File: config.mk
export PLATFORM = sky130hd
export DESIGN_NAME = rr_arb_pkt
export DESIGN_NICKNAME = d
export VERILOG_FILES = /design/src/rtl/rr_arb_pkg.sv /design/src/rtl/rr_arb_pkt_pick.sv /design/src/rtl/rr_arb_pkt.sv
export SDC_FILE = /design/constraint.sdc
export NUM_CORES = 1
export LEC_CHECK = 0
export CAP_MARGIN = 5
export CORE_MARGIN = 10
export CORE_UTILIZATION = 42
export DETAILED_ROUTE_END_ITERATION = 10
export PLACE_DENSITY_LB_ADDON = 0.2
export SLEW_MARGIN = 20
export SYNTH_ARGS = -nofsm -noshare
export SYNTH_HDL_FRONTEND = slang
export SYNTH_SLANG_ARGS = --single-unit
File: constraint.sdc
create_clock -name clk -period 2.7 [get_ports clk]
set_clock_uncertainty 0.15 [all_clocks]
set_input_delay 0.54 -clock clk [delete_from_list [all_inputs] [get_ports clk]]
set_output_delay 0.54 -clock clk [all_outputs]
set_load 0.01 [all_outputs]
File: src/rtl/rr_arb_pkg.sv
// Shared types and helpers for the packet-locking round-robin arbiter.
// RR_ARB_WEIGHT_EN enables weighted round robin in rr_arb_pkt.
package rr_arb_pkg;

    typedef enum logic [0:0] {
        IDLE = 1'b0,
        LOCK = 1'b1
    } rr_arb_state_e;

    // Width of a grant index; a single requester still needs one bit.
    function automatic int rr_idw(input int n);
        return (n > 1) ? $clog2(n) : 1;
    endfunction

endpackage

File: src/rtl/rr_arb_pkt_pick.sv
// Combinational round-robin pick: first request after ptr, wrapping modulo N.
// Uses a double-width rotate followed by a lowest-bit priority encoder.
module rr_pick
    import rr_arb_pkg::*;
#(
    parameter int N   = 4,
    parameter int IDW = rr_idw(N)
) (
    input  logic [N-1:0]   req,
    input  logic [IDW-1:0] ptr,
    output logic [N-1:0]   pick,
    output logic [IDW-1:0] idx,
    output logic           any
);

    logic [IDW:0]     w_start;
    logic [IDW:0]     w_off;
    logic [IDW:0]     w_sum;
    logic [2*N-1:0]   w_dbl;
    logic [2*N-1:0]   w_rot;
    logic [N-1:0]     w_win;

    always_comb begin
        // N need not be a power of two, so wrap the start point by compare.
        w_start = ({1'b0, ptr} >= (IDW+1)'(N-1)) ? '0 : {1'b0, ptr} + (IDW+1)'(1);
        w_dbl   = {req, req};
        w_rot   = w_dbl >> w_start;
        w_win   = w_rot[N-1:0];
        w_off   = '0;
        for (int k = N-1; k >= 0; k--) begin
            if (w_win[k]) w_off = (IDW+1)'(k);
        end
        w_sum = w_start + w_off;
        if (w_sum >= (IDW+1)'(N)) w_sum = w_sum - (IDW+1)'(N);
        idx  = w_sum[IDW-1:0];
        pick = any ? (N'(1) << idx) : '0;
    end

    assign any = |req;

endmodule

File: src/rtl/rr_arb_pkt.sv
// N-way round-robin arbiter holding the grant for a whole multi-beat packet.
// Define RR_ARB_WEIGHT_EN for weighted round robin (adds the weight port).
module rr_arb_pkt
    import rr_arb_pkg::*;
#(
    parameter int N   = 4,
    parameter int IDW = rr_idw(N),
    parameter int WW  = 4
) (
    input  logic            clk,
    input  logic            rst,
    input  logic [N-1:0]    req,
    input  logic [N-1:0]    req_last,
    input  logic            out_ready,
`ifdef RR_ARB_WEIGHT_EN
    input  logic [N*WW-1:0] weight,
`endif
    output logic [N-1:0]    gnt,
    output logic [IDW-1:0]  gnt_id,
    output logic            gnt_vld,
    output logic            fire
);

    rr_arb_state_e  r_state, w_nstate;
    logic [N-1:0]   r_gnt, w_gnt_n;
    logic [IDW-1:0] r_gnt_id, w_gnt_id_n;
    logic [IDW-1:0] r_ptr, w_ptr_n;
    logic [IDW-1:0] w_pick_ptr;
    logic [N-1:0]   w_pick;
    logic [IDW-1:0] w_pick_idx;
    logic           w_any;
    logic           w_fire;
    logic           w_eop;
    logic           w_keep;

    // A weight wider than zero bits is required for the packet counter.
    if (WW < 1) begin : g_ww_invalid
    end

    // In LOCK the pick is only consumed at end of packet, when the pointer
    // is about to become the current winner.
    assign w_pick_ptr = (r_state == LOCK) ? r_gnt_id : r_ptr;

    rr_pick #(
        .N   (N),
        .IDW (IDW)
    ) u_pick (
        .req  (req),
        .ptr  (w_pick_ptr),
        .pick (w_pick),
        .idx  (w_pick_idx),
        .any  (w_any)
    );

    assign w_fire  = (|r_gnt) & req[r_gnt_id] & out_ready;
    assign w_eop   = w_fire & req_last[r_gnt_id];
    assign fire    = w_fire;
    assign gnt     = r_gnt;
    assign gnt_id  = r_gnt_id;
    assign gnt_vld = |r_gnt;

`ifdef RR_ARB_WEIGHT_EN
    logic [WW-1:0] r_wcnt, w_wcnt_n;
    logic [WW-1:0] w_wraw;
    logic [WW:0]   w_weff;

    always_comb begin
        w_wraw = weight[int'(r_gnt_id)*WW +: WW];
        w_weff = (w_wraw == '0) ? (WW+1)'(1) : {1'b0, w_wraw};
        w_keep = (({1'b0, r_wcnt} + (WW+1)'(1)) < w_weff) & req[r_gnt_id];
    end

    always_comb begin
        w_wcnt_n = r_wcnt;
        if (r_state == LOCK && w_eop) w_wcnt_n = w_keep ? r_wcnt + WW'(1) : '0;
    end

    always_ff @(posedge clk or posedge rst) begin
        if (rst) r_wcnt <= '0;
        else     r_wcnt <= w_wcnt_n;
    end
`else
    assign w_keep = 1'b0;
`endif

    always_comb begin
        w_nstate   = r_state;
        w_gnt_n    = r_gnt;
        w_gnt_id_n = r_gnt_id;
        w_ptr_n    = r_ptr;
        case (r_state)
            IDLE: begin
                if (w_any) begin
                    w_gnt_n    = w_pick;
                    w_gnt_id_n = w_pick_idx;
                    w_nstate   = LOCK;
                end
            end
            LOCK: begin
                // Non-last beats and stalls (including bubbles) hold the grant.
                if (w_eop && !w_keep) begin
                    w_ptr_n = r_gnt_id;
                    if (w_any) begin
                        w_gnt_n    = w_pick;
                        w_gnt_id_n = w_pick_idx;
                    end else begin
                        w_gnt_n  = '0;
                        w_nstate = IDLE;
                    end
                end
            end
            default: w_nstate = IDLE;
        endcase
    end

    always_ff @(posedge clk or posedge rst) begin
        if (rst) begin
            r_state  <= IDLE;
            r_gnt    <= '0;
            r_gnt_id <= '0;
            r_ptr    <= IDW'(N-1);
        end else begin
            r_state  <= w_nstate;
            r_gnt    <= w_gnt_n;
            r_gnt_id <= w_gnt_id_n;
            r_ptr    <= w_ptr_n;
        end
    end

endmodule

# ---- Word-level counts from Yosys, hierarchy flattened
# Cells that the tools add are included.
dict set report word_totals {
  ff_bits 9
  elab_cells 43
  out_inout_bits 8
}
dict set report classes {
  shifts 2
  add_sub_neg 3
  bitwise_logic 4
  mux 21
  order_cmp 3
  n_reduce_logical 4
  eq_ne 2
}
# operator count
set ops {}
lappend ops {{two-way mux 2 bit} 8}
lappend ops {{two-way mux 4 bit} 3}
lappend ops {{one-hot mux 4 bit (2 select lines)} 1}
lappend ops {{OR reduction 4 bit} 2}
lappend ops {{right shift 8 x 3 -> 4 bit} 1}
lappend ops {{binary-select mux 1 bit (select 2 bit)} 2}
lappend ops {{two-way mux 1 bit} 4}
lappend ops {{!= test 2 x 1 -> 1 bit (second input constant)} 2}
lappend ops {{one-hot mux 2 bit (2 select lines)} 1}
lappend ops {{AND reduction 2 bit} 2}
lappend ops {{left shift 1 x 2 -> 4 bit (first input constant)} 1}
lappend ops {{adder 2 x 1 -> 3 bit (second input constant)} 1}
lappend ops {{adder 3 x 2 -> 3 bit} 1}
lappend ops {{AND 1 bit} 3}
lappend ops {{>= comparator 3 bit (second input constant)} 1}
lappend ops {{< comparator 2 x 3 -> 1 bit (second input constant)} 1}
lappend ops {{two-way mux 3 bit} 1}
lappend ops {{>= comparator 2 bit (second input constant)} 1}
lappend ops {{one-hot mux 1 bit (2 select lines)} 1}
lappend ops {{subtractor 2 x 1 -> 2 bit (second input constant)} 1}
lappend ops {{inverter 1 bit} 1}

# ---- Longest topological paths before layout
dict set report depth {
  ltp_word 15
  mapped_depth 11
  ltp_nobuf 10
}

# ---- Modules after synthesis
# From an unflattened synthesis, not the netlist that was laid out.
dict set report unflattened {
  cells_unflattened 115
  area_unflattened_um2 975.9
}
# module area_each_um2 n_inst seq_area_each_um2 cells_each
set by_module_without_submodules {}
lappend by_module_without_submodules {rr_arb_pkt 589.3 1 227.7 59}
lappend by_module_without_submodules {rr_pick 386.6 1 0.0 56}

# ---- Worst setup path before layout
# OpenSTA, ideal clock, no wires.
dict set report synth_path {
  path_kind {reg2reg}
  startpoint {register r_gnt_id[0], in the netlist gnt_id[0]}
  endpoint {register r_gnt_id[1], in the netlist gnt_id[1]}
  required_ns 2.422
  stages_incl_launch_ff 12
  synth_period_minus_slack_ns 2.574
  setup_slack_ns 0.126
  setup_ns 0.128
  t_arrival_ns 2.296
  cell_sequence {dfrtp_1 > buf_6 > xor2_1 > mux2i_1 > a2bb2oi_1 > o32ai_1 > o22a_1 > ha_1 > nand3_1 > o32ai_1 > a311oi_4 > mux2_1}
}
dict set report synth_between {
  elab_chain_cells 14
  word_cells_on_any_way 24
}
# item line
set synth_rtl {}
lappend synth_rtl {{start: declaration} rr_arb_pkt.sv:26} ;# logic [IDW-1:0] r_gnt_id, w_gnt_id_n;
lappend synth_rtl {{start signal: assignment} rr_arb_pkt.sv:125} ;# r_gnt_id <= w_gnt_id_n;
lappend synth_rtl {{two-way mux 2 bit} rr_arb_pkt.sv:42} ;# assign w_pick_ptr = (r_state == LOCK) ? r_gnt_id : r_ptr;
lappend synth_rtl {{adder 2 x 1 -> 3 bit / >= comparator 2 bit (equally long branches)} rr_arb_pkt_pick.sv:25} ;# w_start = ({1'b0, ptr} >= (IDW+1)'(N-1)) ? '0 : {1'b0, ptr} + (IDW+1)'(1);
lappend synth_rtl {{two-way mux 3 bit} rr_arb_pkt_pick.sv:25}
lappend synth_rtl {{right shift 8 x 3 -> 4 bit} rr_arb_pkt_pick.sv:27} ;# w_rot = w_dbl >> w_start;
lappend synth_rtl {{two-way mux 2 bit (4 in series)} rr_arb_pkt_pick.sv:31} ;# if (w_win[k]) w_off = (IDW+1)'(k);
lappend synth_rtl {{adder 3 x 2 -> 3 bit} rr_arb_pkt_pick.sv:33} ;# w_sum = w_start + w_off;
lappend synth_rtl {{>= comparator 3 bit / subtractor 2 x 1 -> 2 bit (equally long branches)} rr_arb_pkt_pick.sv:34} ;# if (w_sum >= (IDW+1)'(N)) w_sum = w_sum - (IDW+1)'(N);
lappend synth_rtl {{two-way mux 2 bit} rr_arb_pkt_pick.sv:34}
lappend synth_rtl {{two-way mux 2 bit} {rr_arb_pkt.sv:93, rr_arb_pkt.sv:103}}
lappend synth_rtl {{two-way mux 2 bit} rr_arb_pkt.sv:101} ;# if (w_eop && !w_keep) begin
lappend synth_rtl {{one-hot mux 2 bit (2 select lines)} rr_arb_pkt.sv:91} ;# case (r_state)
# Several ways; a longest one is shown, not always the timed one. The select of a mux whose other input is x is not followed.
# A chain may end at the register's enable or synchronous reset.

# ---- Worst setup path after layout
dict set report layout_path {
  startpoint {register r_ptr[1]}
  endpoint {register r_gnt[3], in the netlist gnt[3]}
}
dict set report layout_between {
  elab_chain_cells 15
  word_cells_on_any_way 18
}
# item line
set layout_rtl {}
lappend layout_rtl {{start: declaration} rr_arb_pkt.sv:27} ;# logic [IDW-1:0] r_ptr, w_ptr_n;
lappend layout_rtl {{start signal: assignment} rr_arb_pkt.sv:121} ;# r_ptr <= IDW'(N-1);
lappend layout_rtl {{start signal: assignment} rr_arb_pkt.sv:126} ;# r_ptr <= w_ptr_n;
lappend layout_rtl {{two-way mux 2 bit *} rr_arb_pkt.sv:42}
lappend layout_rtl {{adder 2 x 1 -> 3 bit / >= comparator 2 bit (equally long branches)} rr_arb_pkt_pick.sv:25}
lappend layout_rtl {{two-way mux 3 bit *} rr_arb_pkt_pick.sv:25}
lappend layout_rtl {{right shift 8 x 3 -> 4 bit} rr_arb_pkt_pick.sv:27}
lappend layout_rtl {{two-way mux 2 bit (4 in series)} rr_arb_pkt_pick.sv:31}
lappend layout_rtl {{adder 3 x 2 -> 3 bit *} rr_arb_pkt_pick.sv:33}
lappend layout_rtl {{>= comparator 3 bit / subtractor 2 x 1 -> 2 bit (equally long branches)} rr_arb_pkt_pick.sv:34}
lappend layout_rtl {{two-way mux 2 bit *} rr_arb_pkt_pick.sv:34}
lappend layout_rtl {{left shift 1 x 2 -> 4 bit *} rr_arb_pkt_pick.sv:36} ;# pick = any ? (N'(1) << idx) : '0;
lappend layout_rtl {{two-way mux 4 bit} rr_arb_pkt.sv:103} ;# if (w_any) begin
lappend layout_rtl {{two-way mux 4 bit} rr_arb_pkt.sv:101}
lappend layout_rtl {{one-hot mux 4 bit (2 select lines) *} rr_arb_pkt.sv:91}
lappend layout_rtl {{end signal: assignment} rr_arb_pkt.sv:124} ;# r_gnt <= w_gnt_n;
lappend layout_rtl {{end: declaration} rr_arb_pkt.sv:25} ;# logic [N-1:0] r_gnt, w_gnt_n;
# Mark *: on every way between the ends. The rest lies on a longest branch, timed or not. The select of a mux whose other input is x is not followed.

==> out/metrics.yaml <==
placement:
  place_ws_ns: -0.2835
  dpl_cell_area_mm2: 0.001003
  dp_hpwl_um: 1560
  io_buffers: 18
  gp_congestion: 0.8423
drt:
  dr.pass1.iters: 4
  routedWlPerCell_um: 16.67
  drc: 0
  antenna_left: 0
  wl_um: 1984
  drtIter0Drc: 14
  num_vias: 688
  viasPerCell: 5.782
sta:
  period_share_pct: 95.87
  fin_setup_tns_ns: 0
  drv_slew: 0
  timing.final.crit_period_ns: 2.589
  slew_headroom_pct: 76.73
  setup_viol: 0
  setup_slack_ns: 0.1115
  hold_viol_final: 0
  worstMarginPinSlew_ns: 0.3487
  timing.fmax_mhz: 386.3
  rsz0062_at_grt: "true"
die:
  ios: 19
  die_area_mm2: 0.003790
  row_count: 14
  die_width_um: 61.57
  dieHeight_um: 61.57
  start_util_pct: 46.03
  core_mm2: 0.001577
cells_and_area:
  design.final.nets: 116
  final_common_cell: "buf_4"
  fin_util_pct: 70.63
  n_antenna_cell: 0
  fin_area_mm2: 0.001114
  nFillCells: 128
  syn_to_final_growth_pct: 53.45
  drive_gt1_share_pct: 38.83
  final_cell_mix: "15 x buf_4, 14 x clkdlybuf4s50_1, 6 x nor2_1, 6 x dfrtp_1, 5 x inv_1"
synth:
  syn_area_um2: 725.7
  async_flop_share_pct: 100.0
  synth_edf_count: 0
  ys_warn_count: 0
  avgSynthCellArea_um2: 10.52
  synth.ff_latch_count: 9
  synth_cell_type_count: 37
  syn_nets: 81
  synth_seq_area_share_pct: 31.38
  synth_ff_type: "dfrtp_1"
  synth_cells: 69
power:
  internal_power_mw: 0.7662
  combPwrFrac_pct: 71.4
  clkPwrFrac_pct: 8.0
  seq_power_share_pct: 20.6
  ir_drop_uv: 800.0
  p_switching_mw: 0.5154
  powerDensity_mw_per_mm2: 1151
  p_leak_nw: 0.4704
  switching_share_pct: 40.21
global_route:
  grt_overflow: 0
  grt_pass1_wl_um: 3429
  grt_max_degree: 10
  grt_pass1_vias: 707
  grt_usage_pct: 11.94
  antenna_found_initial: 0
worst_setup_path:
  crit_family: "compound AO/OA/AOI/OAI gates"
  cp_slowest_cell: "dfstp_2"
  crit_type: "flop to flop"
  cp_cell_sequence: "xor2_4 > mux2_4 > o21ai_2 > a21oi_1 > o22a_1 > ha_4 > nand3_2 > o32ai_2 > buf_4 > a311oi_4 > a22o_1"
  endpoint_kind: "flop"
  cp.arrival_ns: 2.63
  cp.required_ns: 2.75
  rrSetupSlack_ns: 0.11
  cp_max_fo: 5
  critPathMaxStageDelay_ns: 0.59
  cp-start-kind: "flop"
  path_buf_inv: 1
clock_network:
  cts_max_level: 1
  cts_buffers: 3
  cts_sinks: 9
  clockRootBuffer: "clkbuf_4"
  cts_tree: "yes"
  worstSkewPairLatency_ns: 0.26
  path_clk_slew_ns: 0.06
  clock_path_buffers: 2
flow_run:
  maxCapViolations: 0
status:
  outcome: "completed"
min_path:
  min_path_type: "flop to flop"
-- cells by family (layout without fill, tap and decap cells) --
| kind of cell | Yosys count | count (layout) | synth area share [%] |
|---|---|---|---|
| buffers and inverters | 9 | 43 | 6.895 |
| XOR/XNOR | 2 | 2 | 2.414 |
| AND/OR/NAND/NOR | 20 | 20 | 16.21 |
| multiplexers | 8 | 8 | 16.38 |
| adder cells (fa/ha/maj) | 1 | 1 | 1.724 |
| flip-flops | 9 | 9 | 31.38 |
| AO/OA/AOI/OAI | 20 | 20 | 25.00 |
-- layout make-up --
cell class	instances	area (um^2)	area share, %
timing repair buffer	33	287.8	25.84
clock buffer	4	26.28	2.360
sequential	9	229.0	20.56
multi-input combinational	51	528.0	47.42
tap	16	20.02	1.798
inverter	6	22.52	2.022
-- flip-flops by register name, indices dropped and copies added (netlist names) --
name     flops
r_state      1
gnt_id       2
gnt          4
r_ptr        2
-- cell usage after synthesis, types with 2 or more instances --
cell type | count | area [um^2]
a21oi_1 | 2 | 10.01
a22o_1 | 2 | 17.52
buf_6 | 2 | 22.52
dfrtp_1 | 7 | 175.2
dfstp_2 | 2 | 52.55
inv_1 | 5 | 18.77
mux2_2 | 3 | 33.78
nand2_1 | 3 | 11.26
nand3_1 | 2 | 10.01
nor2_1 | 6 | 22.52
nor3_1 | 2 | 10.01
nor3b_1 | 2 | 15.01
o21ai_0 | 4 | 20.02
o31ai_1 | 2 | 15.01
o32ai_1 | 2 | 17.52
xor2_1 | 2 | 17.52
-- stage by stage --
step / total power, mW / instances / hold WS (ns)
6_report: 1.282 / 119 / 0.3533
5_1_grt: 1.388 / 119 / 0.4037
4_1_cts: 1.157 / 118 / 0.3566
3_5_place_dp: 1.039 / 114 / 0.3386
3_3_place_gp: 1.029 / 114 / 0.3381
2_1_floorplan: 0.7125 / 69 / 0.2165
-- metal layers --
| metal | GRT usage, % | vias up | wire length [um] |
|---|---|---|---|
| met5 | 0 | - | 0 |
| met4 | 1.911 | 0 | 17 |
| met3 | 4.938 | 2 | 139 |
| met2 | 18.89 | 20 | 1011 |
| met1 | 15.04 | 332 | 817 |
| li1 | - | 334 | - |
-- worst paths after layout --
path | startpoint | to | depth (start not counted)
worst max-delay path | r_ptr[1]$_DFFE_PP1P_ | gnt[3]$_DFFE_PP0P_ | 11
worst min-delay path | gnt[1]$_DFFE_PP0P_ | gnt[1]$_DFFE_PP0P_ | 2
worst max register to register | r_ptr[1]$_DFFE_PP1P_ | gnt[3]$_DFFE_PP0P_ | 11
worst min register to register | gnt[1]$_DFFE_PP0P_ | gnt[1]$_DFFE_PP0P_ | 2
max in group asynchronous | rst | r_ptr[0]$_DFFE_PP1P_ | 2
min in group asynchronous | rst | gnt_id[1]$_DFFE_PP0P_ | 2
-- tightest hold or removal path: cells and delay by family, from the launching register on --
| kind | cells | cell delay [ns] |
|---|---|---|
| AND/OR/NAND/NOR | 1 | 0.05 |
| flip-flops | 1 | 0.36 |
| AO/OA/AOI/OAI | 1 | 0.05 |
-- power groups by stage --
stage	clock (mW)	sequential, mW	combinational [mW]
finish	0.102	0.264	0.915
global route	0.116	0.276	0.996
CTS	0.107	0.251	0.799
detailed placement	0	0.247	0.792
global placement	0	0.244	0.785
floorplan	0	0.269	0.443
-- repair_timing --
item	in CTS	in global routing
endpoints found under the setup margin	6	5
pin swaps	1	6
resized for setup	5	15
buffers inserted	0	1
cloned	0	0
hold buffers	0	0
(Power assumes the default switching activity.)
